File: config.mk
export PLATFORM = sky130hd
export DESIGN_NAME = perceptron_seq_flat
export DESIGN_NICKNAME = d
export VERILOG_FILES = /design/src/rtl/perceptron_seq_if.sv /design/src/rtl/perceptron_seq.sv /design/src/flat_wrapper.sv
export SDC_FILE = /design/constraint.sdc
export NUM_CORES = 1
export LEC_CHECK = 0
export CAP_MARGIN = 20
export CORE_UTILIZATION = 45
export DETAILED_ROUTE_END_ITERATION = 10
export PLACE_DENSITY = 0.6
export SYNTH_ARGS = -nofsm -noshare
export SYNTH_HDL_FRONTEND = slang
export SYNTH_SLANG_ARGS = --single-unit
File: constraint.sdc
create_clock -name clk -period 12.84 [get_ports clk]
set_clock_uncertainty 0.15 [all_clocks]
set_input_delay 3.21 -clock clk [delete_from_list [all_inputs] [get_ports clk]]
set_output_delay 3.21 -clock clk [all_outputs]
set_load 0.01 [all_outputs]
File: src/rtl/perceptron_seq_if.sv
// perceptron_seq_if: vector-in / decision-out handshake bundle for perceptron_seq
interface perceptron_seq_if #(
    parameter int N_IN  = 4,
    parameter int IN_W  = 8,
    parameter int ACC_W = 32
);
    logic                    in_valid;
    logic                    in_ready;
    logic [N_IN*IN_W-1:0]    in_vec;
    logic                    train;
    logic                    desired_out;
    logic                    out_valid;
    logic                    out;
    logic signed [ACC_W-1:0] acc_out;
    modport master(output in_valid, in_vec, train, desired_out, input in_ready, out_valid, out, acc_out);
    modport slave(input in_valid, in_vec, train, desired_out, output in_ready, out_valid, out, acc_out);
endinterface

File: src/rtl/perceptron_seq.sv
// perceptron_seq: sequential one-multiplier perceptron with online training; PERCEPTRON_WEIGHT_LOAD_EN adds a weight/threshold load port
module perceptron_seq #(
    parameter int N_IN        = 4,
    parameter int IN_W        = 8,
    parameter int W_W         = 16,
    parameter int ACC_W       = 32,
    parameter int LR_SHIFT    = 3,
    parameter int W_INIT      = 10,
    parameter int THRESH_INIT = 200
) (
    input logic                          clk,
    input logic                          reset,
`ifdef PERCEPTRON_WEIGHT_LOAD_EN
    input logic                          wl_en,
    input logic [$clog2(N_IN+1)-1:0]     wl_idx,
    input logic signed [W_W-1:0]         wl_data,
`endif
    perceptron_seq_if.slave              bus
);
    localparam int IW = $clog2(N_IN);
    localparam int PW = IN_W + W_W + 1;
    localparam int SW = W_W + IN_W + 2;
    localparam logic signed [SW-1:0] W_MAX = SW'((1 << (W_W - 1)) - 1);
    localparam logic signed [SW-1:0] W_MIN = ~W_MAX;
    typedef enum logic [1:0] {IDLE, MAC, DECIDE, UPDATE} state_t;
    state_t                  state;
    logic [IW-1:0]           idx;
    logic [N_IN*IN_W-1:0]    vec_q;
    logic                    train_q, des_q;
    logic signed [ACC_W-1:0] acc, acc_next, thr_ext;
    logic signed [W_W-1:0]   w [N_IN];
    logic signed [W_W-1:0]   thr;
    logic [IN_W-1:0]         cur_in;
    logic signed [PW-1:0]    prod;
    logic signed [SW-1:0]    delta, w_sum, t_sum;
    logic                    load, accept, last;
    function automatic logic signed [W_W-1:0] sat(input logic signed [SW-1:0] v);
        return v > W_MAX ? W_MAX[W_W-1:0] : v < W_MIN ? W_MIN[W_W-1:0] : v[W_W-1:0];
    endfunction
`ifdef PERCEPTRON_WEIGHT_LOAD_EN
    localparam int LW = $clog2(N_IN + 1);
    assign load = wl_en && state == IDLE && wl_idx <= LW'(N_IN);
`else
    assign load = 1'b0;
`endif
    // a weight load in IDLE takes priority over accepting a vector
    assign bus.in_ready = state == IDLE && !load;
    assign accept = bus.in_valid && bus.in_ready;
    assign last = idx == IW'(N_IN - 1);
    always_comb begin
        cur_in = vec_q[idx*IN_W +: IN_W];
        prod = $signed({1'b0, cur_in}) * w[idx];
        acc_next = acc + ACC_W'(prod);
        thr_ext = ACC_W'(thr);
        delta = SW'(cur_in >> LR_SHIFT);
        w_sum = SW'(w[idx]) + (des_q ? delta : -delta);
        t_sum = SW'(thr) + (des_q ? -SW'(1) : SW'(1));
    end
    always_ff @(posedge clk or negedge reset) begin
        if (!reset) begin
            state <= IDLE;
            idx <= '0;
            acc <= '0;
            vec_q <= '0;
            train_q <= 1'b0;
            des_q <= 1'b0;
            bus.out_valid <= 1'b0;
            bus.out <= 1'b0;
            bus.acc_out <= '0;
            thr <= W_W'(THRESH_INIT);
            for (int i = 0; i < N_IN; i++) w[i] <= W_W'(W_INIT);
        end else begin
            bus.out_valid <= 1'b0;
            case (state)
                IDLE: begin
                    if (accept) begin
                        vec_q <= bus.in_vec;
                        train_q <= bus.train;
                        des_q <= bus.desired_out;
                        acc <= '0;
                        idx <= '0;
                        state <= MAC;
                    end
`ifdef PERCEPTRON_WEIGHT_LOAD_EN
                    if (load) begin
                        if (wl_idx == LW'(N_IN)) thr <= wl_data;
                        else w[wl_idx[IW-1:0]] <= wl_data;
                    end
`endif
                end
                MAC: begin
                    acc <= acc_next;
                    idx <= idx + 1'b1;
                    // the decision is registered on the last product so out_valid coincides with DECIDE
                    if (last) begin
                        bus.out_valid <= 1'b1;
                        bus.out <= acc_next >= thr_ext;
                        bus.acc_out <= acc_next;
                        idx <= '0;
                        state <= DECIDE;
                    end
                end
                DECIDE: state <= (train_q && bus.out != des_q) ? UPDATE : IDLE;
                UPDATE: begin
                    w[idx] <= sat(w_sum);
                    idx <= idx + 1'b1;
                    if (last) begin
                        thr <= sat(t_sum);
                        idx <= '0;
                        state <= IDLE;
                    end
                end
                default: state <= IDLE;
            endcase
        end
    end
endmodule

File: src/flat_wrapper.sv
// flat-port wrapper written by rule: the top's interface ports become plain ports
module perceptron_seq_flat 
#(
    parameter int N_IN        = 4,
    parameter int IN_W        = 8,
    parameter int W_W         = 16,
    parameter int ACC_W       = 32,
    parameter int LR_SHIFT    = 3,
    parameter int W_INIT      = 10,
    parameter int THRESH_INIT = 200
)
  (clk, reset, bus_in_valid, bus_in_vec, bus_train, bus_desired_out, bus_in_ready, bus_out_valid, bus_out, bus_acc_out);
  perceptron_seq_if #(.N_IN(N_IN), .IN_W(IN_W), .ACC_W(ACC_W)) bus_i ();
  input logic clk;
  input logic reset;
  input wire logic [$bits(bus_i.in_valid)-1:0] bus_in_valid;
  input wire logic [$bits(bus_i.in_vec)-1:0] bus_in_vec;
  input wire logic [$bits(bus_i.train)-1:0] bus_train;
  input wire logic [$bits(bus_i.desired_out)-1:0] bus_desired_out;
  output wire logic [$bits(bus_i.in_ready)-1:0] bus_in_ready;
  output wire logic [$bits(bus_i.out_valid)-1:0] bus_out_valid;
  output wire logic [$bits(bus_i.out)-1:0] bus_out;
  output wire logic [$bits(bus_i.acc_out)-1:0] bus_acc_out;
  assign bus_i.in_valid = bus_in_valid;
  assign bus_i.in_vec = bus_in_vec;
  assign bus_i.train = bus_train;
  assign bus_i.desired_out = bus_desired_out;
  assign bus_in_ready = bus_i.in_ready;
  assign bus_out_valid = bus_i.out_valid;
  assign bus_out = bus_i.out;
  assign bus_acc_out = bus_i.acc_out;
  perceptron_seq #(.N_IN(N_IN), .IN_W(IN_W), .W_W(W_W), .ACC_W(ACC_W), .LR_SHIFT(LR_SHIFT), .W_INIT(W_INIT), .THRESH_INIT(THRESH_INIT)) u_core (.clk(clk), .reset(reset), .bus(bus_i));
endmodule
==> results_dict.tcl, run 1 <==
set metrics [dict create \
    status "finished clean" \
    drc 0 \
    busiest_layer "met2" \
    arrival_ns 9.78 \
    crit_type "flop to flop" \
    die_y_microns 195 \
    setup_violations 0 \
    grt_antenna_before_repair 0 \
    drtIter0Drc 839 \
    post_cts_resized 0 \
    numClockSinks 184 \
    hold_violations 0 \
    max_stage_delay_ns 0.97 \
    cap_violations 0 \
    gp_congestion 0.844 \
    cts_buffer_depth 2 \
    synth_xor_area_frac 0.0298 \
    synthTopCellsByArea "dfrtp_1 (26%), fa_1 (16%), ha_1 (10%), nand2_1 (5.4%), inv_1 (5.3%)" \
    rsz0062_at_grt "false" \
    viasPerCell 5.59 \
    met1_usage 0.328 \
    gr-usage-met2 0.366 \
    final_max_slew_viol_count 0 \
    hold_path_depth 2 \
    io_pins 72 \
    critPathSlowestCell "dfrtp_2" \
    max_freq_ghz 0.104 \
    crit_fanout 29 \
    gr-total-overflow 0 \
    clk_latency_ns 0.46 \
    r2r_setup_slack_ns 3.25 \
    dp.final_hpwl_microns 30600 \
    drive_gt1_frac 0.0653 \
    final_util 0.504 \
    yosys.cell_types.count 76 \
    fillers 3446 \
    num_antenna_cells 0 \
    grt_usage 0.228 \
    drt_pass1_iterations 5 \
    postLayoutCellArea_sq_um 18500 \
    dpl_cell_area_sq_um 17800 \
    synth_nets 2110 \
    synth.area.mux_share 0.0359 \
    root_buffer "clkbuf_16" \
    slew_headroom 0.240 \
    synth_top_family_by_area "adder cells" \
    r2r_end "u_core.bus.out" \
    holdPathEnd "u_core.vec_q[9]" \
    port_buffers 71 \
    gr-usage-met3 0.0288 \
    cts_setup_buffers 0 \
    first_global_vias 12900 \
    synth_common_cells "nand2_1 (242), inv_1 (238), dfrtp_1 (173)" \
    wire_per_inst_microns 17.8 \
    yosys_register_bits 184 \
    syn_avg_cell_area_sq_um 9.32 \
    synth_compound_area_frac 0.178 \
    synth_fa_ha_area_frac 0.262 \
    die_area_sq_um 38100 \
    cts_tree "yes" \
    clk_pin_slew_ns 0.07 \
    synth_edf_count 0 \
    synth.most_common_cell "nand2_1" \
    grt_max_degree 66 \
    post-route-period-util 0.747 \
    cts-hold-fix-buffers 0 \
    hold_ws_ns 0.327 \
    syn_inst 1802 \
    htreeDepth 4 \
    min_period_ns 9.59 \
    cts_buffers 17 \
    yosysSeqAreaShare 0.275 \
    num_rows 70 \
    layout.nets 2132 \
    initial_utilization 0.458 \
    startpoint_type "flop" \
    syn_to_final_growth_pct 10.2 \
    core_sq_um 36700 \
    hold_start "u_core.vec_q[9]" \
    die_w_microns 195 \
    netlist_area_sq_um 16800 \
    reg2regPathDepth 30 \
    vias 12900 \
    r2r-start "u_core.idx[0]" \
    crit_required_ns 13.03 \
    startpoint "u_core.idx[0]" \
    routed_wl_microns 41100 \
    ys.flop_type "dfrtp_1" \
    ant_nets 0 \
    grt_pass1_wl_microns 69200 \
    tightest_slew_ns 1.14 \
    async_flop_share 1.00 \
    fin_tns_setup_ns 0 \
    yosys_warnings 0 \
    yosys.area.top_type "dfrtp_1" \
    synth_top_area_frac 0.258 \
    crit_path_end_kind "flop" \
    hold_class "flop to flop" \
    synth-simple-area-share 0.143 \
]
-- area by class of cell --
cell class	instances	area, sq um	area share
inverter	238	893	0.0483
timing repair buffer	86	843	0.0456
clock inverter	14	223	0.0120
sequential	184	4620	0.250
clock buffer	18	429	0.0232
multi-input combinational	1297	10900	0.590
tap	468	586	0.0317
-- critical path, delay by kind of cell (launching register included) --
family / cells / cell delay (ns)
flops: 1 / 0.97
mux: 2 / 0.95
buf+inv: 5 / 0.39
compound gates: 5 / 1.61
fa+ha+maj: 7 / 3.37
simple gates: 11 / 2.00
-- sequential cells by signal (all words and copies together) (netlist names) --
signal and count:
u_core.w 64, u_core.state 2, u_core.train_q 1, u_core.bus.out 1, u_core.acc 32, u_core.bus.acc_out 32, u_core.bus.out_valid 1, u_core.thr 16
u_core.des_q 1, u_core.vec_q 32, u_core.idx 2
-- cells in the final DEF (no fill, tap or decap), types with 12 or more instances in the layout --
master           count
a22oi_1             52
a21o_1              40
nand3_1             46
fa_1               134
o31ai_1             57
xor2_1              25
nor3_1              17
buf_4               13
xnor2_1             29
nand4_1             12
mux4_2              24
nand2_1            241
clkbuf_16           17
inv_1              238
a211oi_1            20
a21oi_1             74
and2_1              77
clkdlybuf4s50_1     70
o21ai_0             99
dfrtp_1            172
nor2_1              47
ha_1               137
-- cells by family after synthesis --
kind of cell    count (synthesis)
simple gates                  503
compound gates                438
buf+inv                       321
fa+ha+maj                     271
flops                         184
xor+xnor                       55
mux                            30
-- worst max-delay path by stage --
stage                                 to  slack, ns  depth (start not counted)
final                     u_core.bus.out       3.25                         30
after floorplan           u_core.bus.out       3.95                         33
after global routing      u_core.bus.out       2.53                         31
after CTS                 u_core.bus.out       3.18                         30
after detailed placement  u_core.bus.out       3.22                         30
after global placement    u_core.bus.out       3.22                         30
-- layer usage --
layer  vias up  share of wire
met4         0          0.012
met2       242           0.47
met3        28          0.033
met1      6433           0.48
li1       6192              -
met5         -              0
-- metrics by stage --
stage | worst slack, ns | instances
CTS | 3.18 | 2304
global route | 2.53 | 2305
detailed placement | 3.22 | 2272
global placement | 3.22 | 2271
finish | 3.25 | 2305
floorplan | 3.95 | 1802
Power of run 1 is left out: the tool's default activity adds up to more than one toggle a clock period on the data nets, which glitch-free logic cannot reach.
==> run 2, diff against run 1 <==
==> constraint.sdc (replaced) <==
create_clock -name clk -period 9.63 [get_ports clk]
set_clock_uncertainty 0.15 [all_clocks]
set_input_delay 2.4075 -clock clk [delete_from_list [all_inputs] [get_ports clk]]
set_output_delay 2.4075 -clock clk [all_outputs]
set_load 0.01 [all_outputs]
==> run 2 against run 1 <==
Compared with the run above: global-route usage down 0.18 points; sequential share of layout area fell by 0.059 points; count of clock-buffer cells in the layout grew 3; setup slack got worse by 2.7 ns; highest routed layer unchanged; register-to-register slack worse by 2.7 ns; cell count rose by 0.74%; wire length increased by 1.2%; first-iteration DRC count fell by 0.72%.
==> results_dict.tcl, run 2 (synthesis results as in run 1) <==
set metrics [dict create \
    cts_buffer_depth 2 \
    grt_antenna_before_repair 0 \
    drc 0 \
    seq_area_sq_um 4620 \
    drtIter0Drc 833 \
    layout.nets 2149 \
    final_max_slew_viol_count 0 \
    setup_ws_ns 0.504 \
    first_global_vias 13200 \
    grt_usage 0.226 \
    die_y_microns 195 \
    clk_latency_ns 0.45 \
    fin_tns_setup_ns 0 \
    slew_headroom 0.360 \
    die_area_sq_um 38100 \
    multi_input_area_sq_um 11000 \
    htreeDepth 4 \
    arrival_ns 9.32 \
    final_cell_count_no_fill 2322 \
    initial_utilization 0.458 \
    viasPerCell 5.57 \
    ant_nets 0 \
    crit_path_end_kind "flop" \
    max_stage_delay_ns 0.66 \
    gr-total-overflow 0 \
    grt_max_degree 71 \
    crit_buf_inv 5 \
    vias 12900 \
    crit_type "flop to flop" \
    numClockSinks 184 \
    cts_tree "yes" \
    cts_buffers 17 \
    pre_cts_ws_ns 0.126 \
    cp_top_family "adder cells" \
    rsz0062_at_grt "false" \
    tightest_slew_ns 0.960 \
    drt_pass1_iterations 5 \
    fillers 3439 \
    top_register "u_core.w" \
    num_rows 70 \
    clk_pin_slew_ns 0.07 \
    port_buffers 71 \
    drive_gt1_frac 0.0739 \
    crit_fanout 11 \
    layout_commonest_cell "nand2_1" \
    largest_reg_flops 64 \
    post-route-period-util 0.948 \
    die_w_microns 195 \
    hold_violations 0 \
    hold_ws_ns 0.326 \
    syn_to_final_growth_pct 10.5 \
    gp_congestion 0.844 \
    critPathSlowestCell "mux4_2" \
    cap_violations 0 \
    root_buffer "clkbuf_16" \
    min_period_ns 9.13 \
    final_cell_mix "nand2_1 (241), inv_1 (238), dfrtp_1 (171)" \
    crit_required_ns 9.82 \
    dp.final_hpwl_microns 30600 \
    startpoint_type "flop" \
    wire_per_inst_microns 17.9 \
    dp.cells 2278 \
    max_freq_ghz 0.110 \
    status "finished clean" \
    routed_wl_microns 41600 \
    io_pins 72 \
    num_antenna_cells 0 \
    cts-hold-fix-buffers 0 \
    core_sq_um 36700 \
    setup_violations 0 \
    grt_pass1_wl_microns 68800 \
    hold_class "flop to flop" \
]
[run 2: cell count changes in the layout (fill, tap and decap cells not counted), sizes merged]
cell	delta
mux4	+1
clkinv	+2
inv	-2
clkbuf	+3
buf	+16
clkinvlp	+2
bufinv	-5
[run 2: final cells by class]
cell class / instances / share of cell area
multi-input combinational: 1298 / 0.590
sequential: 184 / 0.249
timing repair buffer: 102 / 0.0532
inverter: 238 / 0.0481
tap: 468 / 0.0316
clock buffer: 21 / 0.0237
clock inverter: 11 / 0.00418
[run 2: worst paths after layout]
kind | start | slack [ns] | cells past startpoint | end
min | u_core.vec_q[7] | 0.33 | 2 | u_core.vec_q[7]
min in group asynchronous | reset | 1.81 | 1 | u_core.w[45]
max reg2reg | u_core.idx[0] | 0.50 | 30 | u_core.bus.out
max | u_core.idx[0] | 0.50 | 30 | u_core.bus.out
min reg2reg | u_core.vec_q[7] | 0.33 | 2 | u_core.vec_q[7]
max in group asynchronous | reset | 6.11 | 2 | u_core.idx[0]
[run 2: timing repair]
action / in CTS / in global routing
buffers inserted: 0 / 9
gates resized for setup: 0 / 6
setup endpoints to repair: 0 / 1
[run 2: metrics by stage]
step           cell area [sq um]   util
3_5_place_dp               17900  0.487
4_1_cts                    18400  0.501
3_3_place_gp               17900  0.487
5_1_grt                    18600  0.506
2_1_floorplan              16800      -
6_report                   18600  0.506
[run 2: per-layer routing]
metal  vias up  share of wire  global-route usage
met5         -              0                   0
met4         0          0.015              0.0580
met3        48          0.036              0.0314
met2       275           0.48               0.371
met1      6360           0.47               0.315
li1       6242              -                   -
[run 2: worst min-delay path, cell delays in order, from the launching register on]
cell and delay, ns:
dfrtp_1 0.34, nand2_1 0.05, nand2_1 0.05
Power of run 2 is left out for the same reason.
